### src/rtl/vc_arbiter_demux.sv
// vc_arbiter_demux: drains the VC0/VC1 FIFOs with strict priority to VC0 and
// routes every drained word to destination FIFO D0 or D1. The destination is
// chosen by bit data_width-2 of the word. Any destination pause stalls both
// VCs. Pops are combinational; pushes, data, status and counters are registered.
module vc_arbiter_demux #(
    parameter int data_width  = 6,
    parameter int count_width = 5
) (
    input  logic                   clk,
    input  logic                   reset,
    input  logic                   empty_fifo_VC0,
    input  logic                   empty_fifo_VC1,
    input  logic [data_width-1:0]  data_in_VC0,
    input  logic [data_width-1:0]  data_in_VC1,
    input  logic                   pause_d0,
    input  logic                   pause_d1,
    output logic                   pop_VC0_fifo,
    output logic                   pop_VC1_fifo,
    output logic                   push_d0,
    output logic                   push_d1,
    output logic [data_width-1:0]  data_out_d0,
    output logic [data_width-1:0]  data_out_d1,
    output logic                   idle_out,
    output logic                   active_out,
    output logic [count_width-1:0] count_d0,
    output logic [count_width-1:0] count_d1
);

    typedef enum logic {
        IDLE   = 1'b0,
        ACTIVE = 1'b1
    } state_t;

    state_t                 state_q, state_d;
    logic                   stall;
    logic                   pop_vc0, pop_vc1;
    logic                   valid1_q, valid1_d;
    logic                   src1_q, src1_d;
    logic [data_width-1:0]  word;
    logic                   push_d0_q, push_d0_d;
    logic                   push_d1_q, push_d1_d;
    logic [data_width-1:0]  data_out_d0_q, data_out_d0_d;
    logic [data_width-1:0]  data_out_d1_q, data_out_d1_d;
    logic                   idle_q, idle_d;
    logic                   active_q, active_d;
    logic [count_width-1:0] count_d0_q, count_d0_d;
    logic [count_width-1:0] count_d1_q, count_d1_d;

    // Next state and pop decode: VC0 wins whenever it is non-empty.
    always_comb begin
        // NOTE: every output of this block gets a default first, so no path leaves
        // one unassigned and no latch is inferred.
        state_d = state_q;
        stall   = pause_d0 | pause_d1;
        pop_vc0 = 1'b0;
        pop_vc1 = 1'b0;
        case (state_q)
            IDLE: begin
                if (!empty_fifo_VC0 || !empty_fifo_VC1) state_d = ACTIVE;
            end
            ACTIVE: begin
                pop_vc0 = !stall && !empty_fifo_VC0;
                pop_vc1 = !stall && empty_fifo_VC0 && !empty_fifo_VC1;
                // The word in stage 2 is pushed this cycle. Only stage 1 must be empty,
                // so idle follows the last push by one cycle.
                if (empty_fifo_VC0 && empty_fifo_VC1 && !valid1_q) state_d = IDLE;
            end
        endcase
    end

    // Pipeline: stage 1 remembers the popped source. Stage 2 routes the FIFO data and counts pushes.
    always_comb begin
        valid1_d      = pop_vc0 | pop_vc1;
        src1_d        = pop_vc1;
        word          = src1_q ? data_in_VC1 : data_in_VC0;
        push_d0_d     = 1'b0;
        push_d1_d     = 1'b0;
        data_out_d0_d = data_out_d0_q;
        data_out_d1_d = data_out_d1_q;
        if (valid1_q) begin
            if (word[data_width-2]) begin
                push_d1_d     = 1'b1;
                data_out_d1_d = word;
            end else begin
                push_d0_d     = 1'b1;
                data_out_d0_d = word;
            end
        end
        count_d0_d = count_d0_q + {{(count_width-1){1'b0}}, push_d0_q};
        count_d1_d = count_d1_q + {{(count_width-1){1'b0}}, push_d1_q};
        idle_d     = (state_d == IDLE);
        active_d   = (state_d == ACTIVE);
    end

    // All state registers. Reset discards any words that are in flight.
    always_ff @(posedge clk or negedge reset) begin
        if (!reset) begin
            state_q       <= IDLE;
            valid1_q      <= 1'b0;
            src1_q        <= 1'b0;
            push_d0_q     <= 1'b0;
            push_d1_q     <= 1'b0;
            data_out_d0_q <= '0;
            data_out_d1_q <= '0;
            idle_q        <= 1'b1;
            active_q      <= 1'b0;
            count_d0_q    <= '0;
            count_d1_q    <= '0;
        end else begin
            // NOTE: non-blocking assignments make every register sample the value it
            // had before this edge, so the order of these lines does not matter.
            state_q       <= state_d;
            valid1_q      <= valid1_d;
            src1_q        <= src1_d;
            push_d0_q     <= push_d0_d;
            push_d1_q     <= push_d1_d;
            data_out_d0_q <= data_out_d0_d;
            data_out_d1_q <= data_out_d1_d;
            idle_q        <= idle_d;
            active_q      <= active_d;
            count_d0_q    <= count_d0_d;
            count_d1_q    <= count_d1_d;
        end
    end

    assign pop_VC0_fifo = pop_vc0;
    assign pop_VC1_fifo = pop_vc1;
    assign push_d0      = push_d0_q;
    assign push_d1      = push_d1_q;
    assign data_out_d0  = data_out_d0_q;
    assign data_out_d1  = data_out_d1_q;
    assign idle_out     = idle_q;
    assign active_out   = active_q;
    assign count_d0     = count_d0_q;
    assign count_d1     = count_d1_q;

endmodule
### config.mk
export PLATFORM = sky130hd
export DESIGN_NAME = vc_arbiter_demux
export DESIGN_NICKNAME = d
export VERILOG_FILES = /design/src/rtl/vc_arbiter_demux.sv
export SDC_FILE = /design/constraint.sdc
export NUM_CORES = 1
export LEC_CHECK = 0
export BUFFER_PORTS_ARGS = -buffer_cell sky130_fd_sc_hd__buf_4
export CAP_MARGIN = 10
export CORE_MARGIN = 2
export CORE_UTILIZATION = 46
export CTS_CLUSTER_DIAMETER = 60
export DETAILED_ROUTE_END_ITERATION = 10
export GPL_TIMING_DRIVEN = 0
export MAX_ROUTING_LAYER = met4
export PLACE_DENSITY = 0.73
export SYNTH_ARGS = -nofsm -noshare
export SYNTH_HDL_FRONTEND = slang
export SYNTH_SLANG_ARGS = --single-unit
export TNS_END_PERCENT = 30
### constraint.sdc
create_clock -name clk -period 1.8 [get_ports clk]
set_clock_uncertainty 0.2 [all_clocks]
set_input_delay 0.09 -clock clk [delete_from_list [all_inputs] [get_ports clk]]
set_output_delay 0.09 -clock clk [all_outputs]
set_load 0.02 [all_outputs]
==> results of run 1 <==
==> registers in the layout, summed over array words and instances, names as in the netlist <==
| register | count |
|---|---|
| active_out | 1 |
| count_d0 | 5 |
| count_d1 | 5 |
| data_out_d0 | 5 |
| data_out_d1 | 6 |
| idle_out | 1 |
| push_d0 | 1 |
| push_d1 | 1 |
| src1_q | 1 |
| valid1_q | 1 |
==> stage by stage <==
stage          hold slack [ps]  util (%)  power [W]  worst slack [ps]
2_1_floorplan             -406         -    0.00121               273
3_3_place_gp              -182      65.2    0.00152               247
3_5_place_dp              -179      65.2    0.00154               236
4_1_cts                   5.44      73.1    0.00182               210
5_1_grt                   4.68      73.1    0.00192              25.7
6_report                 -6.67      73.1    0.00180               154
==> layout make-up <==
| class | instances | share of cell area, % |
|---|---|---|
| Clock buffer | 4 | 1.61 |
| Inverter | 3 | 0.690 |
| Buffer | 3 | 1.84 |
| Multi-Input combinational cell | 41 | 22.8 |
| Timing Repair Buffer | 59 | 29.4 |
| Tap cell | 28 | 2.15 |
| Sequential cell | 27 | 41.5 |
==> cell usage after synthesis <==
cell type  count
a21oi_1        1
buf_4          1
buf_6          2
conb_1         1
dfrtp_1       26
dfstp_2        1
ha_1           4
inv_1          3
mux2_2        10
mux2_4         5
mux2i_1        1
nand2_1        3
nand2b_1       2
nand3_1        5
nor2_1         2
nor3b_1        1
xnor2_1        4
xor2_1         2
==> kinds of logic (layout without fill, tap and decap cells) <==
| family | after synthesis | count (layout) | share of synthesized area, % |
|---|---|---|---|
| and+or+nand+nor | 13 | 13 | 5.85 |
| other | 1 | 1 | 0.344 |
| DFF | 27 | 27 | 62.0 |
| adders and majority gates | 4 | 4 | 4.59 |
| buffers and inverters | 6 | 69 | 3.78 |
| AOI/OAI and AO/OA | 1 | 1 | 0.458 |
| xor gates and xnor gates | 6 | 6 | 4.82 |
| muxes | 16 | 16 | 18.1 |
==> power breakdown <==
| group | switching (W) | internal [W] | total [W] |
|---|---|---|---|
| logic | 0.000330 | 0.000340 | 0.000670 |
| registers | 0.000119 | 0.000760 | 0.000879 |
| clock network | 0.000168 | 0.0000864 | 0.000254 |
| total | 0.000617 | 0.00119 | 0.00180 |
==> worst reg2reg max path: stages, from the launching register on <==
cell and delay (ps):
dfrtp_1 400, nand2_1 110, nor3b_1 270, dlygate4sd3_1 610
==> metal layers <==
| layer | track usage [%] | wire length, µm | vias to the layer above |
|---|---|---|---|
| met1 | 23.3 | 923 | 364 |
| met4 | 5.13 | 33 | 0 |
| li1 | - | - | 369 |
| met3 | 3.43 | 134 | 4 |
| met2 | 31.3 | 1150 | 33 |
| met5 | - | 0 | - |
==> worst max-delay path by stage <==
stage                          from                          to  slack [ps]  cells after the start
2_1_floorplan  active_out$_DFF_PN0_            src1_q$_DFF_PN0_         270                      2
3_3_place_gp       src1_q$_DFF_PN0_  data_out_d1[2]$_DFFE_PN0P_         250                      5
5_1_grt        active_out$_DFF_PN0_            src1_q$_DFF_PN0_          30                      3
4_1_cts            src1_q$_DFF_PN0_  data_out_d1[3]$_DFFE_PN0P_         210                      5
6_report       active_out$_DFF_PN0_            src1_q$_DFF_PN0_         150                      3
3_5_place_dp       src1_q$_DFF_PN0_  data_out_d1[5]$_DFFE_PN0P_         240                      5
==> impl_metrics.toml, run 1 <==
[status]
status = "complete, but fails checks"
failed_checks = "negative hold slack"

[timing]
slew_violations = 0
tns_ps = 0
finalHoldWorstSlack_ps = -6.67
finalSetupViolCount = 0
fin_crit_sh_pct = 91.5
hold_viol_final = 12
rsz0062_at_grt = "no"
fin_crit_ps = 1650
maxClockFrequency_ghz = 0.607

[place]
placed_area_um2 = 1460
port_buffers = 44
dp_cells = 146
place_congestion = 0.612
dpl.hpwl_mm = 1.43

[die]
die_w_um = 52.7
row_count = 17
dieHeight_um = 52.7
start_util_pct = 48.9
fp.dieArea_um2 = 2780
io_pins = 46
core_um2 = 2230

[yosys]
yosysWarningCount = 0
synthCells = 74
yosysTopAreaCell = "dfrtp_1"
synthTopCellsByArea = "dfrtp_1 60%, mux2_2 10%, mux2_4 6.9%, ha_1 4.6%, xnor2_1 3.2%"
syn_area_per_cell_um2 = 14.7
yosysSeqAreaShare_pct = 62.0
synth_cell_type_count = 18
syn_area_um2 = 1090
yosysTopAreaCellShare_pct = 59.6
synth-seq-cells = 27
synth_nets = 96

[clock_network]
htreeDepth = 1
numCtsBuffers = 3
cts_root_buffer = "clkbuf_4"
ctsLongestPathBuffers = 2
cts_sinks = 27
cts.hold.buffers_added = 15
clk_pin_slew_ps = 140
tritoncts = "built"
postCtsSetupBuffers = 0
worstSkewPairLatency_ps = 310
cts_resized = 0

[critical_path]
critPathArrivalTime_ps = 1700
critical_path.max_fanout = 3
crit_type = "flop to flop"
crit_path_end_kind = "flop"
worst-path-buf-inv = 1
crit_required_ps = 1860
rr_worst_depth = 3
rr_startpoint = "active_out$_DFF_PN0_"
ff2ff_setup_slack_ps = 150
critPathTopFamily = "buffers and inverters"
path_cells = "nand2_1, nor3b_1, dlygate4sd3_1"
crit_path_start_kind = "flop"
critPathMaxStageDelay_ps = 610
r2r-end = "src1_q$_DFF_PN0_"
crit_slowest_cell = "dlygate4sd3_1"

[route]
drt-initial-drc-count = 2
postRouteAntennaNets = 0
wirelength_mm = 2.24
vias = 770
vias_per_cell = 4.67
first_pass_iters = 2
drc_errors = 0
routedWlPerCell_um = 13.6

[finish]
layout-drive-gt1-share_pct = 48.2
final_common_cell = "buf_4"
nets = 160
final_cells = 165
multiInputGateArea_um2 = 373
final_cell_mix = "45 x buf_4, 26 x dfrtp_1, 15 x dlygate4sd3_1, 10 x mux2_2"
stdcell_area_um2 = 1630
syn_to_final_growth_pct = 49.7
num_antenna_cells = 0
regArea_um2 = 677
num-fill-cells = 160

[grt]
grt_pass1_wl_mm = 3.55
overflow = 0
grt_pass1_vias = 764
grt.total_usage_pct = 18.7
grt_max_degree = 28
antenna_found_initial = 0

[flow_run]
max_cap_violations = 0

[power_and_ir_drop]
ir_drop_mv = 0.778
p_leak_nw = 0.845
power_per_cell_area_nw_per_um2 = 1100

[hold_path]
min_path_type = "primary input to async pin"
No activity file was read; power rests on OpenSTA's default activity.
==> run 2: changes to the inputs <==
- CAP_MARGIN: 10 -> 20
- CORE_ASPECT_RATIO: default -> 1.2
==> run 2 against run 1 <==
Compared with the run above:
- the run now ends clean
- core utilization down 0.96 points
- register-to-register slack better by 70 ps
- die area about the same
- largest cell class unchanged
==> impl_metrics.toml, run 2 (synthesis results as in run 1) <==
[clock_network]
tritoncts = "built"
cts_resized = 0
cts_sinks = 27
cts_root_buffer = "clkbuf_4"
ctsLongestPathBuffers = 2
htreeDepth = 1
worstSkewPairLatency_ps = 330
clk_pin_slew_ps = 140
numCtsBuffers = 3

[critical_path]
worst-path-buf-inv = 2
cp_common_cell = "buf_6"
critPathTopFamily = "multiplexers"
crit_type = "flop to flop"
crit_path_start_kind = "flop"
rr_worst_depth = 5
critPathMaxStageDelay_ps = 360
crit_required_ps = 1820
crit_slowest_cell = "dfrtp_1"
crit_path_end_kind = "flop"
cp.depth = 5
critPathArrivalTime_ps = 1600
path_cells = "buf_6, mux2i_1, nand2b_1, buf_6, mux2_4"
critical_path.max_fanout = 7

[power_and_ir_drop]
power_per_cell_area_nw_per_um2 = 1090
p_leak_nw = 0.849
ir_drop_mv = 0.845

[timing]
tns_ps = 0
finalSetupViolCount = 0
hold_viol_final = 0
rsz0062_at_grt = "no"
fin_crit_ps = 1580
finalWorstSetupSlack_ps = 225
fin_crit_sh_pct = 87.5
maxClockFrequency_ghz = 0.635
slew_violations = 0

[route]
routedWlPerCell_um = 12.4
postRouteAntennaNets = 0
first_pass_iters = 3
vias = 787
vias_per_cell = 4.66
wirelength_mm = 2.09
drc_errors = 0
drt-initial-drc-count = 4

[finish]
final_cells = 169
final_common_cell = "buf_4"
num_antenna_cells = 0
syn_to_final_growth_pct = 50.9
final_cell_mix = "45 x buf_4, 26 x dfrtp_1, 16 x dlygate4sd3_1, 10 x mux2_2"
layout-drive-gt1-share_pct = 47.8
fin_util_pct = 72.1
nets = 161
largest_register_ffs = 6

[grt]
grt_pass1_vias = 811
antenna_found_initial = 0
grt_pass1_wl_mm = 3.46
overflow = 0
grt.total_usage_pct = 17.0
grt_max_degree = 28

[status]
status = "finished, final reports clean"

[place]
place_congestion = 0.634
port_buffers = 44
dp_cells = 149
dpl.hpwl_mm = 1.47
place_ws_ps = 195

[die]
fp.dieArea_um2 = 2780
io_pins = 46
start_util_pct = 47.8
row_count = 19
die_w_um = 48.5
core_um2 = 2280
dieHeight_um = 57.4

[flow_run]
max_cap_violations = 0

[hold_path]
min_path_type = "primary input to flop"
hold_path_depth = 4
-- run 2: what timing repair did --
| action | 4_1_cts | 5_1_grt |
|---|---|---|
| buffers inserted | 0 | 0 |
| hold buffers | 16 | 0 |
| hold endpoints to repair | 41 | 0 |
-- run 2: final cells by class --
cell class,instances,area [µm²]
fillers,188,636
flip-flops and latches,27,677
plain buffers,3,30.0
well taps,31,38.8
inverters,3,11.3
multi-input cells,41,373
repair buffers,60,490
clock buffers,4,26.3
-- run 2: path summary, 6_finish.rpt --
path | start | slack, ps | to
max | src1_q$_DFF_PN0_ | 220 | data_out_d1[1]$_DFFE_PN0P_
min | data_in_VC0[4] | 30 | push_d0$_DFF_PN0_
max reg2reg | src1_q$_DFF_PN0_ | 220 | data_out_d1[1]$_DFFE_PN0P_
min reg2reg | count_d1[4]$_DFF_PN0_ | 290 | count_d1[4]$_DFF_PN0_
max in group asynchronous | reset | 560 | idle_out$_DFF_PN1_
min in group asynchronous | reset | 540 | count_d0[2]$_DFF_PN0_
-- run 2: report_power, final --
group	total, W	leakage (nW)	internal, W	switching, W
sequential	0.000871	0.331	0.000760	0.000111
clock	0.000259	0.0150	0.0000869	0.000172
combinational	0.000671	0.503	0.000342	0.000330
total	0.00180	0.849	0.00119	0.000613
-- run 2: metal layers --
metal,track usage [%],vias up,wire length [µm]
li1,-,372,-
met3,2.88,5,125
met4,6.12,0,37
met2,31.9,30,1160
met1,17.8,380,768
met5,-,-,0
-- run 2: stage by stage --
| step | hold slack [ps] | power, W | cell area [µm²] |
|---|---|---|---|
| 6_report | 25.4 | 0.00180 | 1650 |
| 5_1_grt | 98.1 | 0.00190 | 1650 |
| 4_1_cts | 49.4 | 0.00182 | 1650 |
| 3_5_place_dp | -179 | 0.00154 | 1460 |
| 3_3_place_gp | -182 | 0.00152 | 1460 |
| 2_1_floorplan | -406 | 0.00121 | 1090 |
-- run 2: tightest hold or removal path, stage by stage --
cell     delay [ps]
buf_4            80
mux2i_1          60
nand2_1         230
inv_1            60
==> run 3: changes to the inputs <==
- CORE_UTILIZATION: 46 -> 30
- PLACE_DENSITY: 0.73 -> 0.5
- RECOVER_POWER: default -> 25
==> run 3 against run 2 <==
Compared with the run above:
- maximum frequency decreased by 0.55%
- worst hold slack better by 70 ps
- global-route usage fell by 5.3 points
- setup slack lost 8.6 ps
- power increased by 4.7%
- sequential power increased by 0.7%
==> impl_metrics.toml, run 3 (synthesis results as in run 1) <==
[route]
first_pass_iters = 2
vias = 765
routedWlPerCell_um = 12.4
vias_per_cell = 4.35
drc_errors = 0
drt-initial-drc-count = 23
wirelength_mm = 2.17
postRouteAntennaNets = 0

[grt]
grt_pass1_wl_mm = 3.56
antenna_found_initial = 0
grt_max_degree = 28
grt.total_usage_pct = 11.6
overflow = 0
grt_pass1_vias = 782

[finish]
largest_register_ffs = 6
final_cell_mix = "44 x buf_4, 26 x dfrtp_1, 15 x dlygate4sd3_1, 10 x mux2_2"
layout-drive-gt1-share_pct = 48.9
num-fill-cells = 346
num_antenna_cells = 0
final_cells = 176
syn_to_final_growth_pct = 52.5
nets = 160
final_common_cell = "buf_4"

[power_and_ir_drop]
ir_drop_mv = 0.502
p_leak_nw = 0.855
power_per_cell_area_nw_per_um2 = 1130

[timing]
maxClockFrequency_ghz = 0.631
hold_viol_final = 0
tightest_slew_ps = 658
finalWorstSetupSlack_ps = 216
slew_violations = 0
finalSetupViolCount = 0
tns_ps = 0
relSlewSlack_pct = 56.1
fin_crit_sh_pct = 88.0
rsz0062_at_grt = "no"
fin_crit_ps = 1580

[clock_network]
numCtsBuffers = 3
worstSkewPairLatency_ps = 270
cts_root_buffer = "clkbuf_8"
tritoncts = "built"
cts_sinks = 27
cts_resized = 0
clk_pin_slew_ps = 90
ctsLongestPathBuffers = 2
htreeDepth = 1

[critical_path]
crit_path_end_kind = "flop"
crit_required_ps = 1810
crit_path_start_kind = "flop"
crit_type = "flop to flop"
ff2ff_setup_slack_ps = 220
critPathArrivalTime_ps = 1600
critical_path.max_fanout = 3

[place]
port_buffers = 44
dpl.hpwl_mm = 1.55
dp_cells = 157
place_ws_ps = 209
place_congestion = 0.706

[flow_run]
max_cap_violations = 0

[die]
start_util_pct = 30.5
io_pins = 46
dieHeight_um = 70.1
core_um2 = 3570
die_w_um = 59.1
fp.dieArea_um2 = 4140
row_count = 24

[status]
status = "finished, final reports clean"

[hold_path]
min_path_type = "primary input to flop"
run 3: changes by cell type in the layout (fill, tap and decap cells not counted):
cell / change
clkbuf_1: -1
clkbuf_2: +1
buf_4: -1
clkinv_2: +1
clkbuf_4: -3
dlygate4sd3_1: -1
clkbuf_8: +3
run 3: per-layer routing:
layer	global-route usage [%]	routed length, µm	share of wire [%]	up-vias
met5	-	0	0	-
met4	4.55	29	1.3	0
met3	2.59	137	6.3	4
met2	18.0	1050	48	36
met1	14.7	956	44	354
li1	-	-	-	371
run 3: final timing paths:
| check | cells past startpoint | end | start |
|---|---|---|---|
| setup / recovery | 3 | src1_q$_DFF_PN0_ | active_out$_DFF_PN0_ |
| hold reg to reg | 1 | count_d1[4]$_DFF_PN0_ | count_d1[4]$_DFF_PN0_ |
| setup reg to reg | 3 | src1_q$_DFF_PN0_ | active_out$_DFF_PN0_ |
| max in group asynchronous | 2 | count_d1[3]$_DFF_PN0_ | reset |
| hold / removal | 4 | push_d0$_DFF_PN0_ | data_in_VC0[4] |
| min in group asynchronous | 2 | count_d1[4]$_DFF_PN0_ | reset |
run 3: cell type report:
cell class	count	area, µm²	area share [%]
Sequential cell	27	677	40.7
Multi-Input combinational cell	41	373	22.4
Buffer	3	30.0	1.80
Clock buffer	3	41.3	2.48
Timing Repair Buffer	59	478	28.7
Tap cell	39	48.8	2.93
Inverter	3	11.3	0.677
Clock inverter	1	5.00	0.301
run 3: what timing repair did:
action / CTS / global route
buffers inserted: 0 / 0
hold buffers: 13 / 2
hold endpoints to repair: 38 / 2
setup endpoints to repair: 0 / 0
run 3: metrics by stage:
| step | hold slack [ps] | total power [W] | cell area [µm²] | utilization (%) |
|---|---|---|---|---|
| 2_1_floorplan | -406 | 0.00121 | 1090 | - |
| 3_3_place_gp | -177 | 0.00153 | 1470 | 41.1 |
| 3_5_place_dp | -174 | 0.00155 | 1470 | 41.1 |
| 4_1_cts | 0.773 | 0.00191 | 1650 | 46.1 |
| 5_1_grt | 134 | 0.00201 | 1660 | 46.6 |
| 6_report | 95.4 | 0.00189 | 1660 | 46.6 |
run 3: power by group:
part           switching, W  internal, W
clock              0.000184     0.000155
combinational      0.000331     0.000339
sequential         0.000116     0.000761
total              0.000630      0.00126
run 3: critical path: stages (launching register included):
cell and delay (ps):
dfrtp_1 390, nand2_1 110, nor3b_1 250, dlygate4sd3_1 580
